### src/rtl/bpu_pkg.sv
// Shared BPU definitions: chooser counter encoding, queue entry layout and
// the saturating step functions used by the PHT updaters.
package bpu_pkg;

  // Chooser counter encoding; bit1 ^ bit0 selects the global component.
  localparam logic [1:0] CPHT_SB = 2'b11;
  localparam logic [1:0] CPHT_WB = 2'b00;
  localparam logic [1:0] CPHT_WG = 2'b01;
  localparam logic [1:0] CPHT_SG = 2'b10;

  // Chooser table index width (256-entry table).
  localparam int CPHT_ADDR_W = 8;

  // Snapshot of a chooser entry taken at prediction time.
  typedef struct packed {
    logic [CPHT_ADDR_W-1:0] addr;
    logic [1:0]             cnt;
    logic                   vld;
  } cpht_entry_t;

  // One step toward the global component, saturating at strong_g.
  function automatic logic [1:0] cpht_inc_g(input logic [1:0] c);
    case (c)
      CPHT_SB: return CPHT_WB;
      CPHT_WB: return CPHT_WG;
      default: return CPHT_SG;
    endcase
  endfunction

  // One step toward the bimodal component, saturating at strong_b.
  function automatic logic [1:0] cpht_inc_b(input logic [1:0] c);
    case (c)
      CPHT_SG: return CPHT_WG;
      CPHT_WG: return CPHT_WB;
      default: return CPHT_SB;
    endcase
  endfunction

endpackage

### src/rtl/cpht_sat_update.sv
// Combinational 2-bit counter update: picks the base value, applies the
// direction implied by the two component outcomes and flags whether the
// table entry needs a write at all.
module cpht_sat_update
  import bpu_pkg::*;
(
  input  logic [1:0] i_base_cnt,
  input  logic       i_base_vld,
  input  logic       i_g_ok,
  input  logic       i_b_ok,
  output logic [1:0] o_new_cnt,
  output logic       o_wr_req
);

  logic [1:0] w_base;

  // An invalid entry starts from strong_b, as if freshly allocated.
  assign w_base = i_base_vld ? i_base_cnt : CPHT_SB;

  // Disagreement moves the counter; agreement only writes to allocate.
  always_comb begin
    o_new_cnt = w_base;
    o_wr_req  = ~i_base_vld;
    if (i_g_ok && !i_b_ok) begin
      o_new_cnt = cpht_inc_g(w_base);
      o_wr_req  = 1'b1;
    end else if (i_b_ok && !i_g_ok) begin
      o_new_cnt = cpht_inc_b(w_base);
      o_wr_req  = 1'b1;
    end
  end

endmodule

### src/rtl/cpht_update_queue.sv
// Choice-PHT update queue: holds chooser snapshots from fetch until the
// branch resolves, then issues a registered write of the updated counter.
module cpht_update_queue
  import bpu_pkg::*;
#(
  parameter int DEPTH  = 8,
  parameter int ADDR_W = CPHT_ADDR_W
) (
  input  logic                     clk,
  input  logic                     resetn,
  input  logic                     stallreq,
  input  logic                     push_valid,
  input  logic [ADDR_W-1:0]        push_addr,
  input  logic [1:0]               push_cnt,
  input  logic                     push_cnt_vld,
  input  logic                     resolve_valid,
  input  logic                     resolve_b_ok,
  input  logic                     resolve_g_ok,
  input  logic                     flush,
  output logic                     wr_en,
  output logic [ADDR_W-1:0]        wr_addr,
  output logic [1:0]               wr_cnt,
  output logic                     full,
  output logic                     empty,
  output logic [$clog2(DEPTH):0]   count,
  output logic                     overflow,
  output logic                     underflow
);

  localparam int PTR_W = (DEPTH > 1) ? $clog2(DEPTH) : 1;
  localparam int CNT_W = $clog2(DEPTH) + 1;

  cpht_entry_t       r_mem [DEPTH];
  logic [PTR_W-1:0]  r_wptr;
  logic [PTR_W-1:0]  r_rptr;
  logic [CNT_W-1:0]  r_count;
  logic              r_wr_en;
  logic [ADDR_W-1:0] r_wr_addr;
  logic [1:0]        r_wr_cnt;
  logic              r_ovf;
  logic              r_unf;

  logic              w_full;
  logic              w_empty;
  logic              w_push_ok;
  logic              w_pop;
  cpht_entry_t       w_head;
  logic [ADDR_W-1:0] w_head_addr;
  logic              w_head_fwd;
  logic [1:0]        w_base_cnt;
  logic              w_base_vld;
  logic [1:0]        w_new_cnt;
  logic              w_wr_req;
  logic              w_push_fwd;
  cpht_entry_t       w_push_entry;

  assign w_full  = (r_count == CNT_W'(DEPTH));
  assign w_empty = (r_count == '0);

  // Full is judged on the occupancy before any same-cycle pop.
  assign w_push_ok = push_valid & ~w_full & ~stallreq & ~flush;
  assign w_pop     = resolve_valid & ~w_empty & ~stallreq;

  assign w_head      = r_mem[r_rptr];
  assign w_head_addr = ADDR_W'(w_head.addr);

  // The write currently on the table port is newer than the head snapshot.
  assign w_head_fwd = r_wr_en & (r_wr_addr == w_head_addr);
  assign w_base_cnt = w_head_fwd ? r_wr_cnt : w_head.cnt;
  assign w_base_vld = w_head_fwd | w_head.vld;

  // Likewise a snapshot taken while its entry is being written is stale.
  assign w_push_fwd = r_wr_en & (r_wr_addr == push_addr);

  // Assemble the snapshot stored on push.
  always_comb begin
    w_push_entry      = '0;
    w_push_entry.addr = CPHT_ADDR_W'(push_addr);
    w_push_entry.cnt  = w_push_fwd ? r_wr_cnt : push_cnt;
    w_push_entry.vld  = w_push_fwd | push_cnt_vld;
  end

  cpht_sat_update u_sat (
    .i_base_cnt (w_base_cnt),
    .i_base_vld (w_base_vld),
    .i_g_ok     (resolve_g_ok),
    .i_b_ok     (resolve_b_ok),
    .o_new_cnt  (w_new_cnt),
    .o_wr_req   (w_wr_req)
  );

  // Snapshot storage; contents are never cleared, pointers define validity.
  always_ff @(posedge clk) begin
    if (resetn && w_push_ok) begin
      r_mem[r_wptr] <= w_push_entry;
    end
  end

  // Pointers, occupancy, write port and error pulses.
  always_ff @(posedge clk) begin
    if (!resetn) begin
      r_wptr    <= '0;
      r_rptr    <= '0;
      r_count   <= '0;
      r_wr_en   <= 1'b0;
      r_wr_addr <= '0;
      r_wr_cnt  <= '0;
      r_ovf     <= 1'b0;
      r_unf     <= 1'b0;
    end else begin
      r_wr_en <= w_pop & w_wr_req;
      if (w_pop && w_wr_req) begin
        r_wr_addr <= w_head_addr;
        r_wr_cnt  <= w_new_cnt;
      end
      r_ovf <= ~stallreq & push_valid & w_full;
      r_unf <= ~stallreq & resolve_valid & w_empty;
      if (!stallreq && flush) begin
        r_wptr  <= '0;
        r_rptr  <= '0;
        r_count <= '0;
      end else begin
        if (w_push_ok) r_wptr <= r_wptr + PTR_W'(1);
        if (w_pop)     r_rptr <= r_rptr + PTR_W'(1);
        r_count <= r_count + CNT_W'(w_push_ok) - CNT_W'(w_pop);
      end
    end
  end

  assign wr_en     = r_wr_en;
  assign wr_addr   = r_wr_addr;
  assign wr_cnt    = r_wr_cnt;
  assign full      = w_full;
  assign empty     = w_empty;
  assign count     = r_count;
  assign overflow  = r_ovf;
  assign underflow = r_unf;

endmodule

### config.mk
export PLATFORM = sky130hd
export DESIGN_NAME = cpht_update_queue
export DESIGN_NICKNAME = d
export VERILOG_FILES = /design/src/rtl/bpu_pkg.sv /design/src/rtl/cpht_sat_update.sv /design/src/rtl/cpht_update_queue.sv
export SDC_FILE = /design/constraint.sdc
export NUM_CORES = 1
export LEC_CHECK = 0
export ABC_CLOCK_PERIOD_IN_PS = 3100
export CAP_MARGIN = 20
export CORE_MARGIN = 4
export CORE_UTILIZATION = 52
export CTS_CLUSTER_DIAMETER = 40
export DETAILED_ROUTE_END_ITERATION = 10
export PLACE_DENSITY = 0.8
export SYNTH_ARGS = -nofsm -noshare
export SYNTH_HDL_FRONTEND = slang
export SYNTH_HIERARCHICAL = 1
export SYNTH_SLANG_ARGS = --single-unit
export TNS_END_PERCENT = 100
### constraint.sdc
create_clock -name clk -period 3.1 [get_ports clk]
set_input_delay 0.93 -clock clk [delete_from_list [all_inputs] [get_ports clk]]
set_output_delay 0.93 -clock clk [all_outputs]
set_load 0.02 [all_outputs]
==> impl_results.md <==
- Clock Path Buffers: 2
- H-tree depth: 4
- WL/cell: 21.9 um
- Antenna violations before repair: 0
- Num CTS Buffers: 17
- First-pass iteration count of the detailed router: 4
- TNS Setup: -132 ps
- Final ANT Viol Nets: 0
- Failing checks: setup timing
- Share of layout cells above drive strength 1: 29.7%
- Routability Congestion: 0.806
- Count leader, synth: edfxtp_1
- Fin util: 72.3%
- Req. time, crit path: 3500 ps
- Hold Crit Class: reg2reg
- Max Clk Rate: 0.314 GHz
- Yosys reg bits: 114
- Post-synthesis cell type count: 51
- Vias after detailed routing: 3205
- Status: finished, violations left
- Largest cells by area after synthesis: edfxtp_1 55%, dfxtp_1 11%, mux4_2 5.6%
- Worst skew pair latency: 520 ps
- Actual slew at the worst max-slew pin: 551 ps
- Final worst setup slack: -84.3 ps
- Asr flop ratio synth: 0%
- Post-route insts no fill: 545
- Worst vdd rail ir drop: 0.557 mV
- Clock sinks: 114
- Final Power: 4.28 mW
- Sequential share of power: 40.7%
- Die X: 104 um
- Worst setup path class: reg2reg
- Syn Area/Cell: 14.9 sq um
- DRC viols: 0
- GRT Total Usage: 22.8%
- Site row count: 34
- Minimum clock period: 3180 ps
- Die Y: 104 um
- Logic pwr share: 15.7%
- Internal Power: 3.24 mW
- Initial Util: 54.3%
- DR vias/cell: 5.88
- Initial DRC count: 233
- Sequential fraction of the synthesis area: 65.5%
- Leak Pwr: 2.27 nW
- Sw Pwr: 1.04 mW
- IO Pins: 38
- Commonest cells post-synth: 88 x edfxtp_1, 26 x dfxtp_1, 24 x nor2_1, 19 x mux2i_1, 17 x nand2_1
- Critical path endpoint category: register
- Crit Path Max Fanout: 7
- Setup crit start kind: register
- Syn Std Cell Area: 4830 sq um
- Grt ovf: 0
- Max-Cap Viols: 0
- Area of the multi-input gates: 1700 sq um
- Area leader, netlist: edfxtp_1
- Fill cells: 530
- Core ar.: 8890 sq um
- Hold_ws: 508 ps
- Fin. max-slew vios: 0
- Crit share post-route: 103%
- Final setup viols: 2
- Root Buffer: clkbuf_8
- Clk pwr share: 43.5%
- Share of the synthesized area in the top cell type: 54.7%
- Hold Path Origin: wr_cnt[0]
- First-pass GRT wire length: 18400 um
- Power Density: 666 nW/um^2
- Dpl cells: 499
- Seq. cell area: 3160 sq um
- Die area: 10900 sq um
- Number of synthesized flops with an enable pin: 88
- Net count, final: 452
- Slew HR: 62.9%
- Total Routed Length: 11900 um
- Hold Vio Cnt, Final: 0
- Synth Net Count: 353
- N_diodes: 0
- Worst Skew: 8.30 ps
- Number of global-route vias before repair: 3315
- Cells after synthesis: 325
- DP HPWL: 7110 um
- CP arrival: 3590 ps
- Area delta synth->final: 33.1%
- Worst-path clk slew: 50 ps
- Main synth FF type: edfxtp_1
- Sw frac: 24.4%
- CTS tree: built
- YS warnings: 6
- PortBufs: 37
- Largest net degree at the start of global routing: 24
- Unrepaired setup endpoints after global routing: yes
==> per-layer routing <==
layer	global-route usage, %	routed length (um)	vias up
met5	0	0	-
met4	12.5	530	0
met3	6.70	967	35
met2	38.5	6090	159
met1	26.0	4330	1576
li1	-	-	1435
==> sequential cells by signal, indices dropped and copies added (netlist names), named ones only <==
signal and count:
r_rptr 3, underflow 1, overflow 1, wr_cnt 2
wr_en 1, r_wptr 3, count 4, wr_addr 8
r_mem 88
==> metrics by stage <==
stage / cell area, sq um / setup slack [ps]
floorplan: 4830 / -63.5
global placement: 5630 / -292
detailed placement: 5630 / -355
CTS: 6380 / 4.18
global route: 6430 / -157
finish: 6430 / -84.3
==> worst max-delay path: stages (launching register included) <==
cell	delay [ps]
dfxtp_2	340
buf_12	130
mux4_2	560
mux2i_4	190
xor2_1	210
nand3_1	130
or4_4	570
mux2_4	360
nand2b_4	170
nor3_2	160
nor3b_2	70
nand2_1	100
a21oi_2	70
==> power groups by stage <==
stage	sequential, mW	combinational [mW]	clock (mW)
4_1_cts	1.74	0.649	1.87
3_3_place_gp	1.77	0.588	0
3_5_place_dp	1.77	0.605	0
2_1_floorplan	1.80	0.315	0
6_report	1.74	0.673	1.86
5_1_grt	1.75	0.727	1.96
==> final timing paths <==
kind,slack [ps],end,cells after the start
worst min register to register,510,wr_cnt[0],2
worst min-delay path,510,wr_cnt[0],2
worst max register to register,-80,wr_cnt[1],12
worst max-delay path,-80,wr_cnt[1],12
==> layout make-up <==
cell class | instances | area share, %
Sequential cell | 114 | 49.2
Multi-Input combinational cell | 190 | 26.5
Timing Repair Buffer | 90 | 12.7
Clock buffer | 21 | 6.67
Clock inverter | 11 | 2.16
Tap cell | 108 | 2.10
Inverter | 11 | 0.642
==> layout by cell type, fill, tap and decap left out, types with 3 or more instances in the layout <==
| master | count |
|---|---|
| nor2_1 | 22 |
| nor3b_2 | 3 |
| mux2_1 | 4 |
| clkdlybuf4s50_1 | 37 |
| buf_4 | 48 |
| nand2b_1 | 3 |
| bufinv_16 | 3 |
| mux4_2 | 12 |
| mux2i_1 | 18 |
| xnor2_1 | 4 |
| a211oi_1 | 3 |
| dfxtp_1 | 25 |
| a22oi_1 | 3 |
| clkbuf_16 | 16 |
| a21oi_1 | 9 |
| buf_12 | 3 |
| xor2_1 | 13 |
| mux2_2 | 3 |
| ha_1 | 8 |
| inv_1 | 10 |
| clkbuf_1 | 4 |
| a22o_1 | 4 |
| nand2_1 | 16 |
| nand3_1 | 4 |
| clkinvlp_4 | 4 |
| nor3_1 | 9 |
| clkinv_2 | 3 |
| edfxtp_1 | 88 |
==> what timing repair did <==
| action | 4_1_cts | 5_1_grt |
|---|---|---|
| cloned | 0 | 0 |
| hold buffers | 0 | 0 |
| resized for setup | 26 | 9 |
| setup buffers | 14 | 0 |
| endpoints found under the setup margin | 5 | 8 |
| pin swaps | 9 | 7 |
==> cells by family after synthesis <==
kind of cell / count (synthesis) / synth area share, %
flops: 114 / 65.5
simple gates: 87 / 9.66
mux: 42 / 12.4
compound gates: 34 / 4.79
buf+inv: 21 / 1.97
xor+xnor: 18 / 3.26
fa+ha+maj: 9 / 2.49
Power figures use the tool's default switching activity.
